### config.mk
export PLATFORM = sky130hd
export DESIGN_NAME = fp_conv_arbiter
export DESIGN_NICKNAME = d
export VERILOG_FILES = /design/src/rtl/fp_conv_arbiter.sv
export SDC_FILE = /design/constraint.sdc
export NUM_CORES = 1
export LEC_CHECK = 0
export BUFFER_PORTS_ARGS = -buffer_cell sky130_fd_sc_hd__buf_2
export CORE_ASPECT_RATIO = 1.4
export CORE_MARGIN = 5
export CORE_UTILIZATION = 29
export DETAILED_ROUTE_END_ITERATION = 8
export GPL_ROUTABILITY_DRIVEN = 0
export PLACE_DENSITY = 0.44
export RECOVER_POWER = 25
export REMOVE_ABC_BUFFERS = 1
export SLEW_MARGIN = 10
export SYNTH_ARGS = -nofsm -noshare
export SYNTH_HDL_FRONTEND = slang
export SYNTH_SLANG_ARGS = --single-unit
### constraint.sdc
create_clock -name clk -period 5.5 [get_ports clk]
set_input_delay 1.1 -clock clk [delete_from_list [all_inputs] [get_ports clk]]
set_output_delay 1.1 -clock clk [all_outputs]
set_load 0.02 [all_outputs]
### src/rtl/fp_conv_arbiter.sv
// Round-robin arbiter sharing one int->fp / fp->int converter pair between two requesters.
// Operands are captured on grant; results are registered and flagged with a done pulse.
module fp_conv_arbiter (
  input  logic        clk,
  input  logic        rst_n,
  input  logic        req0,
  input  logic        req1,
  input  logic        op0,
  input  logic        op1,
  input  logic [12:0] din0,
  input  logic [12:0] din1,
  output logic        gnt0,
  output logic        gnt1,
  output logic        done0,
  output logic        done1,
  output logic [12:0] dout,
  output logic        over,
  output logic        under,
  output logic        busy,
  output logic [15:0] conv_cnt
);

  typedef enum logic [1:0] {StIdle, StConv, StResp} state_e;

  state_e      state_q;
  logic        last_q;
  logic        owner_q;
  logic        op_q;
  logic [12:0] din_q;
  logic [12:0] dout_q;
  logic        over_q;
  logic        under_q;
  logic [1:0]  gnt_q;
  logic [1:0]  done_q;
  logic        busy_q;
  logic [15:0] cnt_q;

  logic        win;
  logic [9:0]  f2i;
  logic [12:0] res_dout;
  logic        res_ov;
  logic        res_un;

  // Zero has no normalized encoding; it maps to the all-zero word.
  function automatic logic [12:0] int_to_fp(input logic [7:0] v);
    logic [7:0] mag;
    logic [3:0] e;
    logic [7:0] f;
    mag = v[7] ? (8'd0 - v) : v;
    e   = 4'd0;
    f   = 8'd0;
    for (int i = 0; i < 8; i++) begin
      if (mag[i]) begin
        e = 4'(i + 1);
        f = mag << (7 - i);
      end
    end
    return (mag == 8'd0) ? 13'd0 : {v[7], e, f};
  endfunction

  // Returns {over, under, integer}; truncates toward zero, saturates on overflow.
  function automatic logic [9:0] fp_to_int(input logic [12:0] f);
    logic [8:0] mag;
    logic [7:0] integ;
    logic       ov;
    logic       un;
    mag = 9'd0;
    ov  = 1'b0;
    un  = 1'b0;
    if (f[7:0] != 8'd0) begin
      if (f[11:8] > 4'd8) begin
        ov = 1'b1;
      end else begin
        mag = {1'b0, f[7:0]} >> (4'd8 - f[11:8]);
        un  = (f[11:8] == 4'd0);
        ov  = f[12] ? (mag > 9'd128) : (mag > 9'd127);
      end
    end
    if (ov) integ = f[12] ? 8'h80 : 8'h7F;
    else    integ = f[12] ? (8'd0 - mag[7:0]) : mag[7:0];
    return {ov, un, integ};
  endfunction

  assign win = (req0 && req1) ? ~last_q : req1;

  always_comb begin
    f2i = fp_to_int(din_q);
    if (op_q) begin
      res_dout = {{5{f2i[7]}}, f2i[7:0]};
      res_ov   = f2i[9];
      res_un   = f2i[8];
    end else begin
      res_dout = int_to_fp(din_q[7:0]);
      res_ov   = 1'b0;
      res_un   = 1'b0;
    end
  end

  always_ff @(posedge clk or negedge rst_n) begin
    if (!rst_n) begin
      state_q <= StIdle;
      last_q  <= 1'b1;
      owner_q <= 1'b0;
      op_q    <= 1'b0;
      din_q   <= 13'd0;
      dout_q  <= 13'd0;
      over_q  <= 1'b0;
      under_q <= 1'b0;
      gnt_q   <= 2'b00;
      done_q  <= 2'b00;
      busy_q  <= 1'b0;
      cnt_q   <= 16'd0;
    end else begin
      gnt_q  <= 2'b00;
      done_q <= 2'b00;
      unique case (state_q)
        StIdle: begin
          if (req0 || req1) begin
            owner_q <= win;
            op_q    <= win ? op1 : op0;
            din_q   <= win ? din1 : din0;
            gnt_q   <= win ? 2'b10 : 2'b01;
            busy_q  <= 1'b1;
            state_q <= StConv;
          end
        end
        StConv: begin
          dout_q  <= res_dout;
          over_q  <= res_ov;
          under_q <= res_un;
          done_q  <= owner_q ? 2'b10 : 2'b01;
          state_q <= StResp;
        end
        StResp: begin
          last_q  <= owner_q;
          cnt_q   <= cnt_q + 16'd1;
          busy_q  <= 1'b0;
          state_q <= StIdle;
        end
        default: state_q <= StIdle;
      endcase
    end
  end

  assign gnt0     = gnt_q[0];
  assign gnt1     = gnt_q[1];
  assign done0    = done_q[0];
  assign done1    = done_q[1];
  assign dout     = dout_q;
  assign over     = over_q;
  assign under    = under_q;
  assign busy     = busy_q;
  assign conv_cnt = cnt_q;

endmodule
Yosys cells after proc, flatten, opt, wreduce, memory -nomap -nowiden:

Index checks and enable logic that the tools add are counted.

* output and inout port bits: 36
* input port bits: 32
* flip-flop bits (word level): 54
* word-level logic and storage cells: 76

* bitwise logic cells: 1
* mux-type cells: 43
* magnitude comparators: 3
* equality and inequality tests: 3
* add/subtract/negate cells: 4
* reduce and logical (&&, ||, !) cells: 9
* shifts and indexed selects: 1

Operators by type and width (number)
* two-way mux 8 bit: 14
* two-way mux 13 bit: 3
* two-way mux 4 bit: 7
* adder 16 x 1 -> 16 bit (second input constant): 1
* subtractor 1 x 8 -> 8 bit (first input constant): 2
* two-way mux 2 bit: 6
* two-way mux 1 bit: 11
* greater-than comparator 9 x 7 -> 1 bit (second input constant): 1
* greater-than comparator 9 x 8 -> 1 bit (second input constant): 1
* >> shifter 8 x 4 -> 9 bit: 1
* logical NOT 8 bit: 1
* nonzero test 8 bit: 1
* greater-than comparator 4 bit (second input constant): 1
* logical NOT 4 bit: 1
* case mux 2 bit (2 select lines): 1
* AND reduction 2 bit: 2
* subtractor 4 bit (first input constant): 1
* equality test 2 x 1 -> 1 bit (second input constant): 1
* equality test 2 bit (second input constant): 1
* logical NOT 2 bit: 1
* != test 2 bit (second input constant): 1
* case mux 1 bit (2 select lines): 1
* nonzero test 2 bit: 1
* logical AND 1 bit: 1
* other kinds (2): 2

Logic depth before layout (Yosys ltp):

Gate-level depths: netlist (run 1).

* depth in word-level cells: 12
* mapped depth: 15
* mapped depth without buffers: 12

Worst setup path after synthesis (run 1):

Ideal clock, no wire load.

* kind: reg-to-reg
* start point: reg din_q[8]
* end point: reg dout_q[6] (netlist: dout[6])
* period minus slack after synthesis: 2.976 ns
* buffers on the path: 3
* stages on the path, launching flop included: 15
* arrival time: 2.887 ns
* data required time: 5.410 ns
* setup time: 0.090 ns
* slack: 2.524 ns
* path through: dfrtp_1 buf_2 inv_2 ha_1 buf_2 buf_2 mux2i_1 mux2i_1 mux2_2 nand3_1 ha_1 o31ai_1 nand3b_1 mux2_2 o2111ai_1

* word-level cells in the longest chain between the ends: 8
* elaborated cells on any way between the ends: 14
* those cells by class: add/sub (2); order compare (3); shift (1); mux (8)

RTL lines
* start, declared: line 29 `logic [12:0] din_q;`
* start signal, assigned: line 121 `din_q <= win ? din1 : din0;`
* subtractor 4 bit: line 74 `mag = {1'b0, f[7:0]} >> (4'd8 - f[11:8]);`
* >> shifter 8 x 4 -> 9 bit: line 74
* two-way mux 8 bit, or another cell as far along: line 71 `if (f[11:8] > 4'd8) begin`
* two-way mux 8 bit or two-way mux 1 bit (tied branches): line 70, 76
* subtractor 1 x 8 -> 8 bit or two-way mux 1 bit (tied branches): line 80, 71
* two-way mux 8 bit or two-way mux 1 bit (tied branches): line 80, 70
* two-way mux 8 bit *: line 79 `if (ov) integ = f[12] ? 8'h80 : 8'h7F;`
* two-way mux 13 bit *: line 88 `if (op_q) begin`
* end signal, assigned: line 128 `dout_q <= res_dout;`
* end, declared: line 30 `logic [12:0] dout_q;`

Every way passes the cells marked *; elsewhere a longest branch is shown, timed or not.
A chain may end at the register's enable or synchronous reset.

Worst setup path in the final report (run 1):

* start point: reg din_q[8]
* end point: reg dout_q[1] (netlist: dout[1])

The elaborated chain is that of the path after synthesis.

==> flow_summary_export.csv, run 1 <==
group,metric,value,unit
clock_tree,path_clk_slew,0.08,ns
placement,place_hpwl,7400,µm
clock_tree,clk_path_buf_depth,2,
timing,clock_skew,0.00709,ns
setup_path,crit_fanout,22,
clock_tree,clk_latency,0.30,ns
yosys,syn_inst,400,
yosys,synth_seq_area_share,37.3,%
grt,grt_max_degree,55,
yosys,postSynthAreaPerCell,9.06,µm²
clock_tree,cts_sinks,54,
min_path,hold_class,"register to register",
route,dr.pass1.iters,4,
setup_path,max_stage_delay,0.79,ns
grt,grt_first_pass_wirelength,16600,µm
timing,tightest_slew,2.96,ns
floorplan,die_x,104,µm
power_and_ir_drop,worst_ir_drop_vdd,227,µV
final_layout,layout.nets,489,
placement,port_buffers,67,
clock_tree,cts_hold_buf,0,
setup_path,critPathCaptureType,"register",
yosys,yosys_warnings,0,
timing,fmax,266,MHz
flow_run,maxCapViolCount,1,
route,drt_iter0_drc,173,
clock_tree,cts_resized,0,
setup_path,worstPathArrival,3.95,ns
route,wl_per_cell,16.3,µm
grt,grtUsageTotal,13.4,%
grt,grt_pass1_vias,3158,
clock_tree,cts_tree,"done",
final_layout,syn2layout_area_growth,16.0,%
route,postRouteAntennaNets,0,
power_and_ir_drop,power_density,740,mW/mm²
setup_path,path_class,"register to register",
timing,slew_headroom,-97.4,%
floorplan,die_area,0.0149,mm²
route,route.detailed.drc,0,
setup_path,path_buf_inv,1,
final_layout,register_area,0.00135,mm²
route,via_per_inst,5.22,
final_layout,drive_above_1_share,21.4,%
yosys,ys_seq_elements,54,
timing,setup_viol,0,
setup_path,path_cells,"inv_2 > ha_1 > mux2i_1 > mux2i_1 > a21o_1 > a221oi_1 > a31o_2 > a31oi_1 > a221oi_1",
timing,final_hold_viol_count,0,
setup_path,cp-start-kind,"register",
timing,fin_crit_sh,68.4,%
grt,grt_overflow,0,
floorplan,core,0.0123,mm²
clock_tree,post-cts-setup-buffers,0,
grt,antenna_found_initial,0,
final_layout,antenna_cells,0,
floorplan,top_level_ports,68,
clock_tree,cts_root_buf,"clkbuf_16",
floorplan,rows,48,
timing,min_period,3.76,ns
timing,tns,0,ns
floorplan,chipHeight,142,µm
yosys,synth_ff_type,"dfrtp_1",
route,routed_wl,9830,µm
yosys,synth_edf_count,0,
setup_path,cp.required,5.69,ns
power_and_ir_drop,p_leak,1.93,nW
setup_path,slowest_stage,"ha_1",
clock_tree,htreeDepth,2,
clock_tree,cts_buffers,5,
yosys,synthDistinctLibCells,70,
power_and_ir_drop,p_total,0.00311,W
setup_path,critPathTopFamily,"compound AO/OA/AOI/OAI gates",
run_status,violations,"capacitance limit, slew limit",
timing,slew_violations,55,
final_layout,multi_input_area,0.00208,mm²
yosys,synth-async-reset-ratio,100,%
final_layout,fillers,1330,
yosys,syn_area,0.00362,mm²
route,num_vias,3155,
floorplan,start_util,29.4,%
run_status,status,"finished with violations",
timing,grt_setup_unrepaired,"no",
layer usage:
metal  part of all wire (%)  track usage (%)  up-vias
li1                       -                -     1573
met1                     44             17.0     1491
met2                     50             23.2       80
met3                    4.0             2.36       11
met4                    1.9             4.43        0
met5                      0                0        -
placed cells by master, fill, tap and decap left out, types with 5 or more instances in the layout:
| master | n |
|---|---|
| dfrtp_1 | 53 |
| a221oi_1 | 9 |
| a31oi_1 | 6 |
| nor3_1 | 10 |
| clkbuf_16 | 5 |
| a21oi_1 | 8 |
| xnor2_1 | 19 |
| nand3_1 | 12 |
| mux2_2 | 5 |
| o21ai_0 | 26 |
| mux2i_1 | 24 |
| nor2b_1 | 6 |
| a211o_1 | 5 |
| a211oi_1 | 6 |
| inv_1 | 11 |
| nor2_1 | 25 |
| buf_2 | 67 |
| and3_1 | 5 |
| xor2_1 | 7 |
| nand2_1 | 54 |
sequential cells by signal, indices dropped and copies added (netlist names):
signal,cells
gnt_q,2
under,1
op_q,1
done_q,2
last_q,1
din_q,13
busy,1
state_q,2
conv_cnt,16
dout,13
owner_q,1
over,1
cells in the mapped netlist (3+ instances only):
library cell	count	area, µm²
nand3_1	12	60.1
xnor2_1	19	166
nor3_1	10	50.1
o21ai_0	27	135
xor2_1	7	61.3
a221oi_1	9	78.8
o2111ai_1	3	26.3
a31oi_1	6	37.5
clkbuf_8	3	41.3
nand2_1	54	203
mux2i_1	24	240
o31ai_1	3	22.5
inv_1	11	41.3
nor2_1	25	93.8
a21o_1	4	30.0
a21oi_1	8	40.0
ha_1	4	50.1
a211o_1	5	43.8
o22ai_1	4	25.0
a21boi_0	3	22.5
nor2b_1	6	37.5
o211ai_1	4	30.0
mux2_2	5	56.3
buf_4	3	22.5
nor4_1	3	18.8
clkbuf_1	8	30.0
a211oi_1	6	45.0
dfrtp_1	53	1330
nand2b_1	3	18.8
or3_1	4	25.0
buf_2	7	35.0
and3_1	5	31.3
kinds of logic after synthesis:
group,count (synthesis),share of synthesized area (%)
xor+xnor,26,6.29
buf+inv,36,5.32
simple gates,145,20.2
compound gates,106,21.3
fa+ha+maj,4,1.38
mux,29,8.19
flops,54,37.3
where the power goes:
part           switching (W)  leakage, nW  total (W)  internal [W]
registers           0.000244        0.686   0.000795      0.000550
clock network       0.000155       0.0875   0.000384      0.000229
logic                0.00117         1.16    0.00193      0.000762
stage by stage:
step	hold WS, ns	instances	area, µm²	util [%]	setup WS [ns]
after floorplan	0.435	376	3470	-	2.22
after global placement	0.459	596	4030	32.7	1.92
after detailed placement	0.462	596	4030	32.7	1.82
after CTS	0.473	604	4210	34.2	1.79
after global routing	0.499	604	4200	34.1	1.17
final	0.464	604	4200	34.1	1.74
cell type report:
| cell class | count | share of cell area, % |
|---|---|---|
| Multi-Input combinational cell | 310 | 49.6 |
| Clock buffer | 6 | 3.31 |
| Inverter | 12 | 1.07 |
| Clock inverter | 2 | 0.923 |
| Tap cell | 150 | 4.47 |
| Timing Repair Buffer | 70 | 8.43 |
| Sequential cell | 54 | 32.2 |
worst paths after layout:
| check | startpoint | slack (ns) | cells past startpoint | endpoint |
|---|---|---|---|---|
| max in group asynchronous | rst_n | 1.96 | 2 | dout[6] |
| min in group asynchronous | rst_n | 1.85 | 2 | conv_cnt[8] |
| setup reg to reg | din_q[8] | 1.74 | 9 | dout[1] |
| hold / removal | conv_cnt[15] | 0.46 | 1 | conv_cnt[15] |
| hold reg to reg | conv_cnt[15] | 0.46 | 1 | conv_cnt[15] |
| setup / recovery | din_q[8] | 1.74 | 9 | dout[1] |
Note: power is estimated with default switching activity, not from simulation.
==> run 2, diff against run 1 <==
--- a/config.mk
+++ b/config.mk
@@ -5,6 +5,7 @@
 export SDC_FILE = /design/constraint.sdc
 export NUM_CORES = 1
 export LEC_CHECK = 0
+export ABC_AREA = 1
 export BUFFER_PORTS_ARGS = -buffer_cell sky130_fd_sc_hd__buf_2
 export CORE_ASPECT_RATIO = 1.4
 export CORE_MARGIN = 5
==> constraint.sdc (replaced) <==
create_clock -name clk -period 3.5 [get_ports clk]
set_input_delay 0.7 -clock clk [delete_from_list [all_inputs] [get_ports clk]]
set_output_delay 0.7 -clock clk [all_outputs]
set_load 0.02 [all_outputs]
==> flow_summary_export.csv, run 2 <==
group,metric,value,unit
run_status,status,"finished, final reports clean",
clock_tree,clk_path_buf_depth,2,
floorplan,rows,47,
grt,grtUsageTotal,13.4,%
setup_path,worst_path_most_repeated_cell,"nand2_1",
timing,tightest_slew,1.07,ns
setup_path,critPathCaptureType,"register",
grt,grt_max_degree,31,
clock_tree,path_clk_slew,0.07,ns
timing,fin_crit_sh,74.5,%
timing,tns,0,ns
route,route.detailed.drc,0,
setup_path,worst-r2r-cell-count,16,
route,drt_iter0_drc,182,
flow_run,maxCapViolCount,0,
timing,fmax,383,MHz
timing,final_hold_viol_count,0,
clock_tree,cts_resized,0,
timing,clock_skew,0.00950,ns
timing,finalWorstSetupSlack,0.892,ns
power_and_ir_drop,power_density,1120,mW/mm²
grt,grt_first_pass_wirelength,15800,µm
yosys,syn_area,0.00352,mm²
yosys,synth_ff_type,"dfrtp_1",
power_and_ir_drop,worst_ir_drop_vdd,285,µV
grt,grt_pass1_vias,3227,
floorplan,chipHeight,140,µm
floorplan,die_x,103,µm
route,dr.pass1.iters,4,
timing,min_period,2.61,ns
final_layout,final_cell_mix,"114 x nand2_1, 66 x buf_2, 53 x dfrtp_1",
floorplan,top_level_ports,68,
setup_path,endpoint,"dout[6]",
final_layout,syn2layout_area_growth,17.8,%
min_path,min_path_cells,1,
setup_path,timing.reg2reg.setup_slack,0.89,ns
clock_tree,cts_buffers,5,
route,via_per_inst,4.66,
setup_path,path_cells,"inv_6 > ha_1 > inv_4 > nand3_1 > nand3_1 > nand2_1 > nand3_2 > ha_1 > nand4_1 > nand2_1 > nand2_1 > nand2_1 > nand2_1 > nand2_1 > nand2_1 > nand2_1",
final_layout,largest_register_ffs,16,
clock_tree,cts_tree,"done",
yosys,synth_most_common_cell,"nand2_1",
route,postRouteAntennaNets,0,
floorplan,die_area,0.0145,mm²
yosys,ys_seq_elements,54,
floorplan,core,0.0119,mm²
setup_path,max_stage_delay,0.56,ns
min_path,hold_class,"register to register",
grt,antenna_found_initial,0,
setup_path,path_class,"register to register",
setup_path,r2r_end,"dout[6]",
setup_path,rr_startpoint,"din_q[8]",
yosys,syn_inst,476,
setup_path,worstSetupStartpoint,"din_q[8]",
grt,grt_overflow,0,
timing,slew_violations,0,
clock_tree,cts_root_buf,"clkbuf_16",
floorplan,start_util,29.6,%
power_and_ir_drop,p_leak,2.11,nW
timing,slew_headroom,28.9,%
yosys,yosysTopAreaCellShare,37.7,%
yosys,synthTopCellsByCount,"114 x nand2_1, 53 x dfrtp_1, 49 x nor2_1, 45 x inv_1, 45 x nand3_1",
clock_tree,htreeDepth,2,
clock_tree,clk_latency,0.30,ns
timing,setup_viol,0,
route,wl_per_cell,13.7,µm
clock_tree,post-cts-setup-buffers,0,
final_layout,drive_above_1_share,24.3,%
yosys,postSynthAreaPerCell,7.39,µm²
final_layout,layout_commonest_cell,"nand2_1",
power_and_ir_drop,p_total,0.00464,W
placement,place_hpwl,7370,µm
route,routed_wl,9430,µm
setup_path,crit_fanout,16,
yosys,synth_area_leaders,"dfrtp_1 38%, nand2_1 12%, nand3_1 6.4%",
yosys,yosys_warnings,0,
placement,port_buffers,67,
setup_path,cp.required,3.68,ns
yosys,yosys.area.top_type,"dfrtp_1",
setup_path,slowest_stage,"dfrtp_1",
yosys,synth_seq_area_share,38.4,%
final_layout,antenna_cells,0,
yosys,synth-async-reset-ratio,100,%
clock_tree,cts_sinks,54,
yosys,synthDistinctLibCells,41,
setup_path,worstPathArrival,2.79,ns
timing,grt_setup_unrepaired,"no",
route,num_vias,3212,
placement,place_ws,0.912,ns
setup_path,cp-start-kind,"register",
clock_tree,cts_hold_buf,0,
yosys,synth_edf_count,0,
final_layout,layout.nets,578,
-- run 2: kinds of logic after synthesis --
kind of cell / Yosys count / share of synthesized area, %
compound gates: 79 / 13.4
simple gates: 253 / 34.1
flops: 54 / 38.4
xor+xnor: 17 / 4.45
buf+inv: 69 / 8.14
fa+ha+maj: 4 / 1.42
-- run 2: worst min path at each step --
stage                  from     endpoint  slack (ns)
floorplan             rst_n         busy        0.40
global placement    owner_q    done_q[0]        0.42
detailed placement  owner_q    done_q[0]        0.42
CTS                   rst_n  conv_cnt[9]        0.35
global route        owner_q    done_q[0]        0.47
finish              owner_q    done_q[0]        0.43
-- run 2: cell type report --
cell class / count / area, µm²
repair buffers: 72 / 364
flip-flops and latches: 54 / 1350
clock inverters: 2 / 16.3
multi-input cells: 353 / 1870
fillers: 1300 / 7730
inverters: 56 / 218
well taps: 147 / 184
clock buffers: 6 / 139
-- run 2: power breakdown --
| group | internal, W | switching [W] | leakage (nW) | total, W |
|---|---|---|---|---|
| clock network | 0.000288 | 0.000245 | 0.0735 | 0.000533 |
| registers | 0.000861 | 0.000232 | 0.679 | 0.00109 |
| logic | 0.00101 | 0.00200 | 1.36 | 0.00301 |
| total | 0.00216 | 0.00248 | 2.11 | 0.00464 |
-- run 2: layer usage --
metal / up-vias / routed length (µm) / track usage [%]
met5: - / 0 / 0
met4: 0 / 149 / 4.37
met3: 7 / 407 / 1.64
met2: 66 / 4640 / 22.4
met1: 1451 / 4230 / 17.8
li1: 1688 / - / -
-- run 2: stage by stage --
step,cell area (µm²),utilization [%],cells,hold slack [ns]
2_1_floorplan,3450,-,463,0.403
3_3_place_gp,4010,33.7,682,0.417
3_5_place_dp,4010,33.7,682,0.423
4_1_cts,4160,35.0,690,0.353
5_1_grt,4150,34.9,690,0.467
6_report,4150,34.9,690,0.434
-- run 2: critical path: cells and delay by family, from the launching register on --
family | cells | cell delay [ns]
simple gates | 12 | 0.95
fa+ha+maj | 2 | 0.78
flops | 1 | 0.56
buf+inv | 2 | 0.23
==> run 3, diff against run 2 <==
==> constraint.sdc (replaced) <==
create_clock -name clk -period 2.6 [get_ports clk]
set_input_delay 0.52 -clock clk [delete_from_list [all_inputs] [get_ports clk]]
set_output_delay 0.52 -clock clk [all_outputs]
set_load 0.02 [all_outputs]
==> flow_summary_export.csv, run 3 (synthesis results as in run 2) <==
group,metric,value,unit
final_layout,fillers,1303,
setup_path,path_class,"register to register",
timing,fin_crit_sh,89.5,%
clock_tree,clk_latency,0.30,ns
floorplan,top_level_ports,68,
floorplan,rows,47,
floorplan,start_util,29.6,%
grt,grt_overflow,0,
timing,tightest_slew,1.47,ns
final_layout,final_cell_mix,"114 x nand2_1, 66 x buf_2, 53 x dfrtp_1",
final_layout,syn2layout_area_growth,18.6,%
final_layout,final_area,0.00417,mm²
timing,grt_setup_unrepaired,"no",
grt,grt_pass1_vias,3088,
placement,port_buffers,67,
grt,antenna_found_initial,0,
timing,tns,0,ns
route,routed_wl,9350,µm
timing,slew_headroom,2.05,%
clock_tree,cts_hold_buf,0,
min_path,hold_class,"register to register",
clock_tree,htreeDepth,2,
route,wl_per_cell,13.5,µm
setup_path,worstPathArrival,2.55,ns
clock_tree,cts_sinks,54,
route,route.detailed.drc,0,
final_layout,layout.cells.non_filler,693,
final_layout,largest_register_ffs,16,
grt,grt_max_degree,31,
setup_path,cp.required,2.82,ns
timing,slew_violations,0,
grt,grtUsageTotal,13.4,%
placement,placed_cell_area,0.00404,mm²
clock_tree,path_clk_slew,0.08,ns
route,postRouteAntennaNets,0,
power_and_ir_drop,power_density,1510,mW/mm²
clock_tree,cts_tree,"done",
route,via_per_inst,4.67,
final_layout,layout_commonest_cell,"nand2_1",
power_and_ir_drop,p_leak,2.13,nW
route,num_vias,3235,
power_and_ir_drop,worst_ir_drop_vdd,466,µV
final_layout,layout.nets,581,
timing,min_period,2.33,ns
timing,setup_viol,0,
placement,place_hpwl,7440,µm
clock_tree,cts_buffers,5,
run_status,status,"finished, final reports clean",
flow_run,maxCapViolCount,0,
placement,placed_cells,685,
setup_path,critPathCaptureType,"register",
grt,grt_first_pass_wirelength,15600,µm
clock_tree,cts_root_buf,"clkbuf_16",
final_layout,antenna_cells,0,
route,dr.pass1.iters,4,
floorplan,chipHeight,140,µm
timing,fmax,430,MHz
final_layout,drive_above_1_share,25.3,%
timing,clock_skew,0.0110,ns
route,drt_iter0_drc,92,
timing,final_hold_viol_count,0,
timing,holdWs,0.424,ns
setup_path,crit_fanout,10,
floorplan,die_area,0.0145,mm²
floorplan,die_x,103,µm
setup_path,cp-start-kind,"register",
clock_tree,clk_path_buf_depth,2,
floorplan,core,0.0119,mm²
run 3: final cells by class:
cell class	instances	area [µm²]	share of cell area [%]
Inverter	56	218	5.22
Multi-Input combinational cell	353	1870	44.9
Clock buffer	6	139	3.33
Timing Repair Buffer	75	388	9.30
Clock inverter	2	17.5	0.420
Sequential cell	54	1350	32.4
Tap cell	147	184	4.41
run 3: worst max-delay path: stages, from the launching register on:
cell,delay (ns)
dfrtp_1,0.43
inv_6,0.04
ha_2,0.44
inv_4,0.09
nand3_1,0.14
nand3_1,0.09
nand2_1,0.10
nand3_2,0.11
ha_1,0.25
nor2_1,0.15
xnor2_1,0.13
nand2_1,0.06
nand2_1,0.05
nand2_1,0.06
a21oi_2,0.12
run 3: timing repair:
action	in CTS	in global routing
setup buffers	0	0
endpoints found under the setup margin	0	9
gates resized for setup	0	1
run 3: worst paths after layout:
path / from / end / slack [ns] / cells past startpoint
max in group asynchronous: rst_n / over / 0.61 / 2
min in group asynchronous: rst_n / conv_cnt[6] / 0.56 / 1
worst min-delay path: owner_q / done_q[0] / 0.42 / 1
worst min register to register: owner_q / done_q[0] / 0.42 / 1
worst max register to register: din_q[8] / dout[2] / 0.27 / 14
worst max-delay path: din_q[8] / dout[2] / 0.27 / 14
run 3: metal layers:
metal	share of wire (%)	vias to the layer above	global-route usage, %
li1	-	1691	-
met1	44	1480	17.2
met2	51	59	23.2
met3	3.6	5	1.44
met4	1.4	0	4.30
met5	0	-	0
run 3: through the flow:
step	total power (W)	worst slack (ns)	utilization, %
3_3_place_gp	0.00562	0.204	34.0
3_5_place_dp	0.00563	0.204	34.0
2_1_floorplan	0.00457	0.288	-
4_1_cts	0.00638	0.172	35.3
5_1_grt	0.00696	0.0426	35.1
6_report	0.00628	0.272	35.1
run 3: where the power goes:
group	internal (W)	total (W)	switching (W)	leakage, nW
registers	0.00116	0.00146	0.000299	0.679
clock network	0.000388	0.000713	0.000325	0.0770
logic	0.00140	0.00411	0.00271	1.38
total	0.00295	0.00628	0.00333	2.13
